===== src/rtl/gshare_predictor.sv =====
// Two-wide gshare conditional-branch predictor: PC^history indexed table of
// saturating counters, speculative global history, sequential dual-retire update.
module gshare_predictor #(
  parameter int IDX_BITS  = 8,
  parameter int HIST_BITS = 8,
  parameter int CTR_BITS  = 2
) (
  input  logic                 clock,
  input  logic                 reset,
  input  logic                 flush,
  output logic                 ready,
  input  logic                 fetch_cond0,
  input  logic                 fetch_cond1,
  input  logic [63:0]          fetch_pc0,
  input  logic [63:0]          fetch_pc1,
  input  logic                 fetch_stall,
  output logic                 pred_taken0,
  output logic                 pred_taken1,
  output logic [HIST_BITS-1:0] pred_hist0,
  output logic [HIST_BITS-1:0] pred_hist1,
  input  logic                 recover_valid,
  input  logic [HIST_BITS-1:0] recover_hist,
  input  logic                 recover_taken,
  input  logic                 ret_valid0,
  input  logic                 ret_valid1,
  input  logic [63:0]          ret_pc0,
  input  logic [63:0]          ret_pc1,
  input  logic [HIST_BITS-1:0] ret_hist0,
  input  logic [HIST_BITS-1:0] ret_hist1,
  input  logic                 ret_taken0,
  input  logic                 ret_taken1
);
  localparam int ENTRIES = 1 << IDX_BITS;
  localparam logic [CTR_BITS-1:0] CTR_WNT = {1'b0, {(CTR_BITS-1){1'b1}}};

  typedef enum logic {INIT, RUN} state_t;

  state_t               state, state_nxt;
  logic [IDX_BITS-1:0]  init_cnt, init_cnt_nxt;
  logic [HIST_BITS-1:0] hist_reg, hist_nxt;
  logic [CTR_BITS-1:0]  pht [ENTRIES];

  // Widening to HIST_BITS+1 makes the HIST_BITS=1 case fall out naturally.
  function automatic logic [HIST_BITS-1:0] shift_in(input logic [HIST_BITS-1:0] h, input logic b);
    logic [HIST_BITS:0] t;
    t = {h, b};
    return t[HIST_BITS-1:0];
  endfunction

  function automatic logic [IDX_BITS-1:0] pht_idx(input logic [IDX_BITS-1:0] pc_bits,
                                                  input logic [HIST_BITS-1:0] h);
    logic [IDX_BITS-1:0] hz;
    hz = '0;
    hz[HIST_BITS-1:0] = h;
    return pc_bits ^ hz;
  endfunction

  function automatic logic [CTR_BITS-1:0] sat_step(input logic [CTR_BITS-1:0] c, input logic up);
    if (up) return (&c) ? c : c + 1'b1;
    return (c == '0) ? c : c - 1'b1;
  endfunction

  logic                     run;
  logic [HIST_BITS-1:0]     h_base, h_slot1, h_fetch;
  logic [1:0][IDX_BITS-1:0] fidx, ridx;
  logic                     t0, t1, sup1;
  logic [CTR_BITS-1:0]      ret_ctr1, ret_nxt0, ret_nxt1;
  logic                     unused_pc_bits;

  assign run   = (state == RUN);
  assign ready = run;
  assign unused_pc_bits = ^{fetch_pc0[63:IDX_BITS+2], fetch_pc0[1:0], fetch_pc1[63:IDX_BITS+2],
                            fetch_pc1[1:0], ret_pc0[63:IDX_BITS+2], ret_pc0[1:0],
                            ret_pc1[63:IDX_BITS+2], ret_pc1[1:0]};

  // Fetch path: slot 1 sees slot 0's predicted outcome, and is dead if slot 0 branches away.
  always_comb begin
    h_base  = recover_valid ? shift_in(recover_hist, recover_taken) : hist_reg;
    fidx[0] = pht_idx(fetch_pc0[IDX_BITS+1:2], h_base);
    t0      = pht[fidx[0]][CTR_BITS-1];
    h_slot1 = fetch_cond0 ? shift_in(h_base, t0) : h_base;
    sup1    = fetch_cond0 & t0;
    fidx[1] = pht_idx(fetch_pc1[IDX_BITS+1:2], h_slot1);
    t1      = ~sup1 & pht[fidx[1]][CTR_BITS-1];
    h_fetch = (fetch_cond1 & ~sup1) ? shift_in(h_slot1, t1) : h_slot1;

    pred_taken0 = run & t0;
    pred_taken1 = run & t1;
    pred_hist0  = run ? h_base  : '0;
    pred_hist1  = run ? h_slot1 : '0;
  end

  // Retire path: a same-index ret1 builds on ret0's result, saturating at each step.
  always_comb begin
    ridx[0]  = pht_idx(ret_pc0[IDX_BITS+1:2], ret_hist0);
    ridx[1]  = pht_idx(ret_pc1[IDX_BITS+1:2], ret_hist1);
    ret_nxt0 = sat_step(pht[ridx[0]], ret_taken0);
    ret_ctr1 = (ret_valid0 && ridx[1] == ridx[0]) ? ret_nxt0 : pht[ridx[1]];
    ret_nxt1 = sat_step(ret_ctr1, ret_taken1);
  end

  always_comb begin
    state_nxt    = state;
    init_cnt_nxt = init_cnt;
    hist_nxt     = '0;
    case (state)
      INIT: begin
        init_cnt_nxt = flush ? '0 : init_cnt + 1'b1;
        if (!flush && (&init_cnt)) state_nxt = RUN;
      end
      RUN: begin
        init_cnt_nxt = '0;
        if (flush) state_nxt = INIT;
        else       hist_nxt  = fetch_stall ? h_base : h_fetch;
      end
      default: state_nxt = INIT;
    endcase
  end

  always_ff @(posedge clock) begin
    if (reset) begin
      state    <= INIT;
      init_cnt <= '0;
      hist_reg <= '0;
    end else begin
      state    <= state_nxt;
      init_cnt <= init_cnt_nxt;
      hist_reg <= hist_nxt;
    end
  end

  // Table has no reset; INIT sweeps every entry to weakly-not-taken.
  always_ff @(posedge clock) begin
    if (!reset) begin
      if (!run) begin
        pht[init_cnt] <= CTR_WNT;
      end else begin
        if (ret_valid0) pht[ridx[0]] <= ret_nxt0;
        if (ret_valid1) pht[ridx[1]] <= ret_nxt1;
      end
    end
  end
endmodule


===== config.mk =====
export PLATFORM = sky130hd
export DESIGN_NAME = gshare_predictor
export DESIGN_NICKNAME = d
export VERILOG_FILES = /design/src/rtl/gshare_predictor.sv
export SDC_FILE = /design/constraint.sdc
export NUM_CORES = 2
export LEC_CHECK = 0
export CAP_MARGIN = 10
export CORE_MARGIN = 10
export CORE_UTILIZATION = 45
export CTS_CLUSTER_SIZE = 28
export DETAILED_ROUTE_END_ITERATION = 8
export PLACE_DENSITY = 0.66
export SETUP_SLACK_MARGIN = 0.05
export SLEW_MARGIN = 20
export SYNTH_ARGS = -nofsm -noshare
export SYNTH_HDL_FRONTEND = slang
export SYNTH_SLANG_ARGS = --single-unit

===== constraint.sdc =====
create_clock -name clock -period 5.7 [get_ports clock]
set_clock_uncertainty 0.2 [all_clocks]
set_input_delay 0.57 -clock clock [delete_from_list [all_inputs] [get_ports clock]]
set_output_delay 0.57 -clock clock [all_outputs]
set_load 0.02 [all_outputs]

==> impl_metrics.toml <==
[synthesis]
syn_area_per_cell_um2 = 11.7
yosysUniqueCellTypes = 78
syn-num-nets = 3606
async_flop_share = 0
synth_top_family_by_area = "multiplexers"
ys_top_cells_by_area = "edfxtp_1 40%, mux4_2 24%, mux2i_1 8.3%, o21ai_0 6.8%, nand2_1 4.2%"
synth_mux_area_frac = 0.336
netlist_area_um2 = 38800
synth_compound_area_frac = 0.0995
yosys.area_share.simple = 0.106
synth_top_area_cell = "edfxtp_1"
synth_seq_cells = 529
synthXorXnorAreaFrac = 0.0163
synth_edf_count = 512
synth.top_cell.area_share = 0.397
synthAdderAreaFrac = 0.00136
synth_most_common_cell = "o21ai_0"
ys_top_cells_by_count = "523 x o21ai_0, 512 x edfxtp_1, 429 x nand2_1, 413 x mux4_2, 322 x mux2i_1"
synth_flop_cell = "edfxtp_1"
synth_cells = 3313
seq_area_frac_synth = 0.406
ys_warn_count = 0

[power_and_ir_drop]
leakage_nw = 16.7
p_seq_frac = 0.387
pwr-share-comb = 0.232
intPower_mw = 7.66
p_sw_frac = 0.295
vdd_drop_max_uv = 246
p_sw_mw = 3.21
clock_power_share = 0.381
power_density_nw_per_um2 = 231

[placement]
dp_hpwl_um = 121000
port_buffers = 85
dpl-instance-area_um2 = 44600
post-place-cells = 4670
pre_cts_slack_ns = -1.56
gp_congestion = 1.04

[global_route]
grtUsageMet3 = 0.134
top_usage_layer = "met2"
use_met2 = 0.489
grt_max_degree = 145
track_usage = 0.343
grt_pass1_vias = 33170
grt_pass1_wl_um = 245000
antenna_found_initial = 8
use_met1 = 0.441
grt_overflow = 0

[die]
die-area_um2 = 98300
rows = 107
fp.dieW_um = 313
io-pin-count = 311
die_h_um = 313
initial_core_util = 0.454
core_um2 = 85300

[route]
drc = 0
drt-total-wl_um = 172000
firstDrtPassIters = 6
first_iter_violations = 5748
routedWlPerCell_um = 35.8
viasPerCell = 7.21
postRouteAntennaNets = 0
vias = 34598

[cells_and_area]
register_area_um2 = 15700
fillCellCount = 7049
final_area_um2 = 47100
final_cells = 4801
final_util = 0.552
final_net_count = 3898
multi_input_area_um2 = 22200
largest_register_ffs = 512
areaGrowthSynthToFinish_pct = 21.6
drive_gt1_frac = 0.294

[worst_setup_path]
crit_path_max_fanout = 18
reg2reg_slack_ns = 0.48
crit_start = "recover_hist[0]"
r2r-start = "hist_reg[0]"
critPathLaunchType = "input port"
crit_end = "pred_taken1"
critPathKind = "in2out"
cp-end-kind = "primary output"
arrival_ns = 5.55
worstReg2RegEnd = "hist_reg[0]"
reg2reg_depth = 23
critPathRequiredTime_ns = 4.93

[clocking]
cts.clk_slew.worst_paths_ns = 0.06
hold_buffers = 0
cts_sinks = 529
numCtsBuffers = 58
insertion_delay_ns = 0.67
cts_tree = "yes"
cts_root_buf = "clkbuf_16"
h-tree-depth = 2
clock_path_buffers = 3

[timing]
tightest_slew_ns = 1.21
fmax_mhz = 158
drv_slew = 0
rsz0062_at_grt = "yes"
period_share = 1.11
slew_headroom = 0.192
finalSetupViolCount = 1
fin_ws_ns = -0.618
setup-tns-final_ns = -0.618
hold_viol = 0
period_needed_ns = 6.32

[run_status]
outcome = "complete, but fails checks"
failed_checks = "setup timing"

[run]
drv_cap = 0

[worst_hold_path]
hold_depth = 2
hp-class = "in2reg"
## layout make-up
cell class	count	area share
well taps	1144	0.0304
diodes	2	0.000106
repair buffers	563	0.121
clock buffers	69	0.0328
flip-flops and latches	529	0.334
clock inverters	41	0.0105
multi-input cells	2444	0.471
inverters	9	0.000717
## layout by cell type (no fill, tap or decap), types with 6 or more instances in the layout
cell type and count:
buf_4 375, nand2_1 425, a22oi_1 8, a21oi_1 24
o211ai_1 14, edfxtp_1 512, xor2_4 7, clkbuf_1 7
nand4_1 9, buf_12 97, nor2_2 17, bufinv_16 10
xor2_1 16, a22o_1 7, nand3b_1 10, clkinv_1 12
mux2i_1 322, xnor2_1 25, nand3_1 300, inv_1 9
mux4_1 11, and2_1 13, clkdlybuf4s50_1 81, xnor2_2 14
dfxtp_1 16, clkinv_2 7, nor2_1 87, a31oi_1 9
mux4_2 416, clkbuf_16 59, nand2b_1 23, o21ai_0 521
a311oi_1 7, nor3_1 18, a211oi_1 11, mux2_2 6
## worst max-delay path, cell delays in order
cell and delay [ns]:
clkdlybuf4s50_1 0.52, mux2i_4 0.26, xnor2_4 0.15, buf_12 0.16, buf_12 0.17, mux4_2 0.33, o22ai_2 0.20, a41oi_1 0.07
a311oi_1 0.32, nand3_2 0.18, o22ai_4 0.27, xor2_4 0.11, o21ai_4 0.23, buf_12 0.14, buf_12 0.13, mux4_1 0.55
a221o_1 0.38, a21oi_4 0.19, o221ai_4 0.13, and4b_2 0.32, buf_6 0.14
## per-layer routing
layer | share of wire | wire length, um
met5 | 0.00062 | 106
met3 | 0.16 | 27500
met2 | 0.42 | 72700
met1 | 0.35 | 59900
met4 | 0.068 | 11800
## kinds of logic after synthesis
logic type / after synthesis
AOI/OAI and AO/OA: 684
adders and majority gates: 5
and+or+nand+nor: 929
xor gates and xnor gates: 67
buffers and inverters: 340
DFF: 529
muxes: 759
## how the worst min path moves through the flow
stage,startpoint,to
after global routing,flush,ready
final,flush,ready
after detailed placement,init_cnt[0],init_cnt[0]
after floorplan,init_cnt[0],init_cnt[0]
after CTS,flush,ready
after global placement,init_cnt[0],init_cnt[0]
## power groups by stage
stage                     Sequential (mW)  Clock (mW)  Combinational, mW
after floorplan                      4.28           0               1.19
after global placement               4.28           0               2.36
after detailed placement             4.28           0               2.36
after CTS                            4.20        4.11               2.46
after global routing                 4.20        4.27               2.60
final                                4.20        4.14               2.52
## per-stage QoR
stage          total power, mW  hold WS (ns)
2_1_floorplan             5.47         0.271
3_3_place_gp              6.64         0.307
3_5_place_dp              6.64         0.313
4_1_cts                   10.8         0.311
5_1_grt                   11.1         0.338
6_report                  10.9         0.322
## timing repair
action | 4_1_cts | 5_1_grt
hold endpoints to repair | 0 | 0
gates cloned | 1 | 0
buffers inserted | 20 | 0
pin swaps | 23 | 2
endpoints found under the setup margin | 1 | 1
resized for setup | 47 | 2
(Power assumes the default switching activity.)
